<file path="src/rtl/spi_master_mc.sv">
// Multi-slave SPI master: per-frame mode, divider, length and slave select,
// with chip select optionally held across frames to form bursts.
module spi_master_mc #(
    parameter int DATA_W = 64,
    parameter int NUM_CS = 4,
    parameter int DIV_W  = 8,
    localparam int LEN_W = $clog2(DATA_W + 1),
    localparam int CS_W  = (NUM_CS > 1) ? $clog2(NUM_CS) : 1
) (
    input  logic              clk,
    input  logic              rst,
    input  logic              tx_valid,
    output logic              tx_ready,
    input  logic [DATA_W-1:0] tx_data,
    input  logic [LEN_W-1:0]  tx_len,
    input  logic [CS_W-1:0]   tx_cs_sel,
    input  logic              tx_last,
    input  logic              cfg_cpol,
    input  logic              cfg_cpha,
    input  logic [DIV_W-1:0]  cfg_div,
    output logic              rx_valid,
    output logic [DATA_W-1:0] rx_data,
    output logic              busy,
    output logic              sck,
    output logic              mosi,
    input  logic              miso,
    output logic [NUM_CS-1:0] cs_n
);

    // state      | meaning
    // IDLE       | waiting for a command, CS released
    // SETUP      | CS asserted, first bit settling before the leading edge
    // XFER       | 2N SCK edges, shifting out and sampling in
    // HOLD       | SCK back at CPOL, CS still asserted
    // BURST_WAIT | CS held low, waiting for the next burst frame
    // GAP        | CS released, minimum deselect time before IDLE
    typedef enum logic [2:0] {IDLE, SETUP, XFER, HOLD, BURST_WAIT, GAP} state_t;

    state_t            state, state_nx;
    logic [DIV_W-1:0]  tmr, div_r, div_eff;
    logic [LEN_W:0]    edges_left;
    logic [DATA_W-1:0] tx_sh, rx_sh, aligned;
    logic [CS_W-1:0]   sel_r, sel_eff;
    logic [LEN_W-1:0]  len_eff, sh_amt;
    logic [NUM_CS-1:0] cs_onehot;
    logic              last_r, cpol_r, cpha_r, cpha_eff;
    logic              tc, accept, edge_evt, lead, final_edge, drive, sample;
    logic              from_idle, cs_act_nx;

    assign tc         = (tmr == '0);
    assign from_idle  = (state == IDLE);
    assign lead       = ~edges_left[0];
    assign final_edge = (edges_left == (LEN_W+1)'(1));
    assign busy       = (state != IDLE) || (cs_n != '1);

    // Command fields: burst frames keep the select/mode/divider of the first frame.
    always_comb begin
        len_eff = tx_len;
        if (tx_len == '0 || tx_len > LEN_W'(DATA_W))
            len_eff = LEN_W'(DATA_W);
        sh_amt    = LEN_W'(DATA_W) - len_eff;
        aligned   = tx_data << sh_amt;
        cpha_eff  = from_idle ? cfg_cpha  : cpha_r;
        div_eff   = from_idle ? cfg_div   : div_r;
        sel_eff   = from_idle ? tx_cs_sel : sel_r;
        cs_onehot = NUM_CS'(1) << sel_eff;
    end

    always_ff @(posedge clk) begin
        if (rst) state <= IDLE;
        else     state <= state_nx;
    end

    always_comb begin
        state_nx = state;
        accept   = 1'b0;
        edge_evt = 1'b0;
        tx_ready = ~rst & ((state == IDLE) || (state == BURST_WAIT));
        case (state)
            IDLE, BURST_WAIT: begin
                if (tx_valid) begin
                    accept   = 1'b1;
                    state_nx = SETUP;
                end
            end
            SETUP: begin
                if (tc) begin
                    edge_evt = 1'b1;
                    state_nx = XFER;
                end
            end
            XFER: begin
                if (tc) begin
                    if (edges_left == '0) state_nx = HOLD;
                    else                  edge_evt = 1'b1;
                end
            end
            HOLD:    if (tc) state_nx = last_r ? GAP : BURST_WAIT;
            GAP:     if (tc) state_nx = IDLE;
            default: state_nx = IDLE;
        endcase
        cs_act_nx = state_nx inside {SETUP, XFER, HOLD, BURST_WAIT};
        // CPHA=0 presents the first bit at accept and shifts on trailing edges
        // (never after the last one); CPHA=1 shifts on leading edges.
        if (accept) drive = ~cpha_eff;
        else        drive = edge_evt & (cpha_r ? lead : (~lead & ~final_edge));
        sample = edge_evt & (cpha_r ? ~lead : lead);
    end

    always_ff @(posedge clk) begin
        if (rst) begin
            tmr        <= '0;
            edges_left <= '0;
            tx_sh      <= '0;
            rx_sh      <= '0;
            sel_r      <= '0;
            last_r     <= 1'b0;
            cpol_r     <= 1'b0;
            cpha_r     <= 1'b0;
            div_r      <= '0;
            sck        <= 1'b0;
            mosi       <= 1'b0;
            cs_n       <= '1;
            rx_valid   <= 1'b0;
            rx_data    <= '0;
        end else begin
            rx_valid <= 1'b0;
            cs_n     <= cs_act_nx ? ~cs_onehot : '1;
            if (accept) begin
                tmr        <= div_eff;
                edges_left <= {len_eff, 1'b0};
                rx_sh      <= '0;
                last_r     <= tx_last;
                if (from_idle) begin
                    sel_r  <= tx_cs_sel;
                    cpol_r <= cfg_cpol;
                    cpha_r <= cfg_cpha;
                    div_r  <= cfg_div;
                end
            end else if (state != IDLE && state != BURST_WAIT) begin
                tmr <= tc ? div_r : tmr - DIV_W'(1);
            end
            if (state == IDLE)  sck <= cfg_cpol;
            else if (edge_evt)  sck <= ~sck;
            if (edge_evt) edges_left <= edges_left - (LEN_W+1)'(1);
            if (accept) begin
                tx_sh <= drive ? (aligned << 1) : aligned;
                if (drive) mosi <= aligned[DATA_W-1];
            end else if (drive) begin
                mosi  <= tx_sh[DATA_W-1];
                tx_sh <= tx_sh << 1;
            end
            if (sample) rx_sh <= {rx_sh[DATA_W-2:0], miso};
            if (state == HOLD && tc) begin
                rx_valid <= 1'b1;
                rx_data  <= rx_sh;
            end
        end
    end

endmodule
</file>
<file path="config.mk">
export PLATFORM = sky130hd
export DESIGN_NAME = spi_master_mc
export DESIGN_NICKNAME = d
export VERILOG_FILES = /design/src/rtl/spi_master_mc.sv
export SDC_FILE = /design/constraint.sdc
export NUM_CORES = 1
export LEC_CHECK = 0
export ABC_AREA = 1
export ABC_CLOCK_PERIOD_IN_PS = 3700
export CAP_MARGIN = 25
export CORE_MARGIN = 2
export CORE_UTILIZATION = 56
export DETAILED_ROUTE_END_ITERATION = 10
export PLACE_DENSITY = 0.83
export REMOVE_ABC_BUFFERS = 1
export SYNTH_ARGS = -nofsm -noshare
export SYNTH_HDL_FRONTEND = slang
export SYNTH_SLANG_ARGS = --single-unit
</file>
<file path="constraint.sdc">
create_clock -name clk -period 3.7 [get_ports clk]
set_input_delay 0.74 -clock clk [delete_from_list [all_inputs] [get_ports clk]]
set_output_delay 0.74 -clock clk [all_outputs]
set_load 0.02 [all_outputs]
</file>
==> results_dict.tcl <==
set metrics [dict create \
    status "finished, final reports clean" \
    htree_levels 1 \
    power.internal_uw 5369 \
    worst_skew_pair.late_latency_ns 0.54 \
    cts.sinks 230 \
    drc 0 \
    area_delta_synth_final_pct 20.84 \
    clock_power_share_pct 30.9 \
    slew_violations 0 \
    crit_fanout 32 \
    avgSynthCellArea_um2 6.048 \
    power_switching_uw 3187 \
    crit_path_end_kind "register" \
    fin_crit_sh_pct 94.37 \
    synth_edf_count 0 \
    ant_nets 0 \
    postCtsSetupBuffers 0 \
    crit_slowest_cell "xnor2_2" \
    cts_tree "built" \
    fin_nets 2699 \
    ys_seq_area_share_pct 30.32 \
    p_per_area_mw_per_mm2 466.2 \
    wire_per_inst_um 17.28 \
    crit_chain "clkdlybuf4s50_1 -> nor2_1 -> nand3_1 -> nand2_2 -> nand3_2 -> ha_2 -> xnor2_2 -> inv_2 -> buf_12 -> buf_4 -> nand3_1 -> nand3_1 -> nand3_1 -> nand3_1 -> nand3_1 -> nand3_1 -> nand2_1 -> inv_1" \
    initial_core_util_pct 56.67 \
    cts.clk_slew.worst_paths_ns 0.07 \
    yosys.cell_count.top_type "nand3_1" \
    slew_headroom_pct 41.63 \
    ys_ff_latch 230 \
    die_x_um 168.7 \
    antenna_found_initial 0 \
    ys.flop_type "dfxtp_1" \
    seq_power_share_pct 32.6 \
    overflow 0 \
    synth-async-reset-ratio_pct 0 \
    grt_max_degree 132 \
    min_period_ns 3.492 \
    antenna-diode-count 0 \
    power.leakage_uw 0.008098 \
    final_cell_count_no_fill 2964 \
    place_area_mm2 0.01748 \
    synth.area.top_cells "dfxtp_1 30%, nand3_1 21%, nand2_1 13%" \
    setup_violations 0 \
    final_area_mm2 0.01835 \
    peakVddDrop_mv 0.4185 \
    clk_path_buf_depth 3 \
    hold_buffers 0 \
    first_iter_violations 2320 \
    maxCapViolCount 0 \
    via_count 17920 \
    cp.arrival_ns 3.94 \
    synth_top_area_share_pct 30.32 \
    yosysTopAreaCell "dfxtp_1" \
    switching_share_pct 37.25 \
    rsz0062_at_grt "no" \
    crit_path_frequent_cell "nand3_1" \
    root_buffer "clkbuf_16" \
    die_area_mm2 0.02845 \
    ctsResizeCount 0 \
    core_mm2 0.02680 \
    dr.pass1.iters 6 \
    tightest_slew_ns 0.8755 \
    wirelength_um 51220 \
    synth_area_mm2 0.01519 \
    final_core_util_pct 68.48 \
    viasPerCell 6.046 \
    synthDistinctLibCells 40 \
    hpwl_um 35900 \
    global_route.usage.total_pct 34.82 \
    crit_path_start_kind "input pin" \
    slowest_delay_ns 0.57 \
    grt_pass1_vias 16450 \
    combPwrFrac_pct 36.5 \
    hold_viol_final 0 \
    grt_pass1_wl_um 82480 \
    gp_congestion 1.009 \
    port-buffer-count 160 \
    yosysWarnings 0 \
    cts_made_buffers 24 \
    ioPinCount 161 \
    final_layout_size_suffix_gt1_share_pct 7.701 \
    syn_inst 2511 \
    hold_path.class "reg -> reg" \
    fillCellCount 2424 \
    fin_worst_skew_ns 0.01869 \
    rows 60 \
    max_freq_mhz 286.4 \
    reg2reg_slack_ns 0.44 \
    crit_required_ns 4.15 \
    place_inst 2922 \
    path_class "in -> reg" \
    netlist_top_cells_count "624 x nand3_1, 507 x nand2_1, 274 x inv_1" \
    die_h_um 168.7 \
]
state kept, by name, summed over array words and instances (netlist names):
signal      count
rx_data        64
tmr             8
last_r          1
sck             1
state           3
div_r           8
sel_r           2
cpha_r          1
edges_left      8
rx_sh          64
mosi            1
rx_valid        1
tx_sh          64
cs_n            4
worst paths after layout:
kind                                          startpoint                       end  cells past startpoint
worst min-delay path            rx_data[23]$_SDFFE_PP0P_  rx_data[23]$_SDFFE_PP0P_                      2
worst max register to register       tmr[0]$_SDFFE_PP0P_         mosi$_SDFFE_PP0P_                     14
worst min register to register  rx_data[23]$_SDFFE_PP0P_  rx_data[23]$_SDFFE_PP0P_                      2
worst max-delay path                           tx_len[2]    tx_sh[42]$_SDFFE_PP0P_                     18
critical path, delay by kind of cell:
kind	cells	cell delay [ns]
fa+ha+maj	1	0.22
buf+inv	5	1.14
xor+xnor	1	0.57
simple gates	11	1.26
cell families after synthesis:
kind of cell               count (synthesis)  synth area share [%]
DFF                                      230                 30.32
AOI/OAI and AO/OA                        424                 14.66
xor gates and xnor gates                  10                0.6756
adders and majority gates                  4                0.3296
buffers and inverters                    487                 12.55
and+or+nand+nor                         1356                 41.46
cell usage in the layout (no fill, tap or decap), types with 2 or more instances in the layout:
cell type        synthesis  final
a21oi_1                171    170
a31oi_1                 15     15
buf_12                   0     16
buf_2                   53      2
buf_4                    3     96
bufinv_16                0      5
clkbuf_1               119      2
clkbuf_16                0     24
clkbuf_8                 0      3
clkdlybuf4s50_1          0    158
clkinv_1                 4      3
clkinv_2                 0      6
dfxtp_1                230    230
ha_1                     4      3
inv_1                  274    271
inv_2                    7     10
nand2_1                507    504
nand2_2                  3      6
nand3_1                624    623
nand4_1                131    131
nor2_1                  61     59
nor2_4                   2      4
nor3_1                   7      7
o211ai_1                19     19
o21ai_0                200    200
o21ai_1                  6      6
o221ai_1                 3      3
o22ai_1                  2      2
or2_2                   17     17
xnor2_1                  3      2
xor2_1                   5      5
metal layers:
metal	track usage (%)	vias up	share of wire, %
met3	4.115	120	7.3
met4	9.708	0	2.7
li1	-	8674	-
met1	47.30	8291	43
met2	58.52	834	46
met5	0	-	0
stage by stage:
step	hold slack, ns	setup TNS [ns]	power (µW)	setup WS [ns]
2_1_floorplan	0.4266	-612.70	4726	-6.751
3_3_place_gp	0.4292	-3.844	5821	-0.1308
3_5_place_dp	0.4357	-11.37	5872	-0.2804
4_1_cts	0.4460	0	8510	0.2552
5_1_grt	0.4631	0	8998	0.03730
6_report	0.4447	0	8556	0.2085
area by class of cell:
| cell class | count | area, µm² | share of cell area (%) |
|---|---|---|---|
| Clock buffer | 29 | 649.4 | 3.538 |
| Clock inverter | 13 | 222.7 | 1.214 |
| Inverter | 285 | 1071 | 5.836 |
| Multi-Input combinational cell | 1794 | 8746 | 47.65 |
| Sequential cell | 230 | 4604 | 25.09 |
| Tap cell | 341 | 426.7 | 2.325 |
| Timing Repair Buffer | 272 | 2633 | 14.34 |
power groups by stage:
| stage | Clock [µW] | Combinational, µW | Sequential (µW) |
|---|---|---|---|
| finish | 2640 | 3120 | 2790 |
| CTS | 2660 | 3060 | 2780 |
| floorplan | 0 | 1890 | 2830 |
| detailed placement | 0 | 3040 | 2830 |
| global route | 2770 | 3430 | 2800 |
| global placement | 0 | 3000 | 2830 |
No activity file was read; power rests on OpenSTA's default activity.
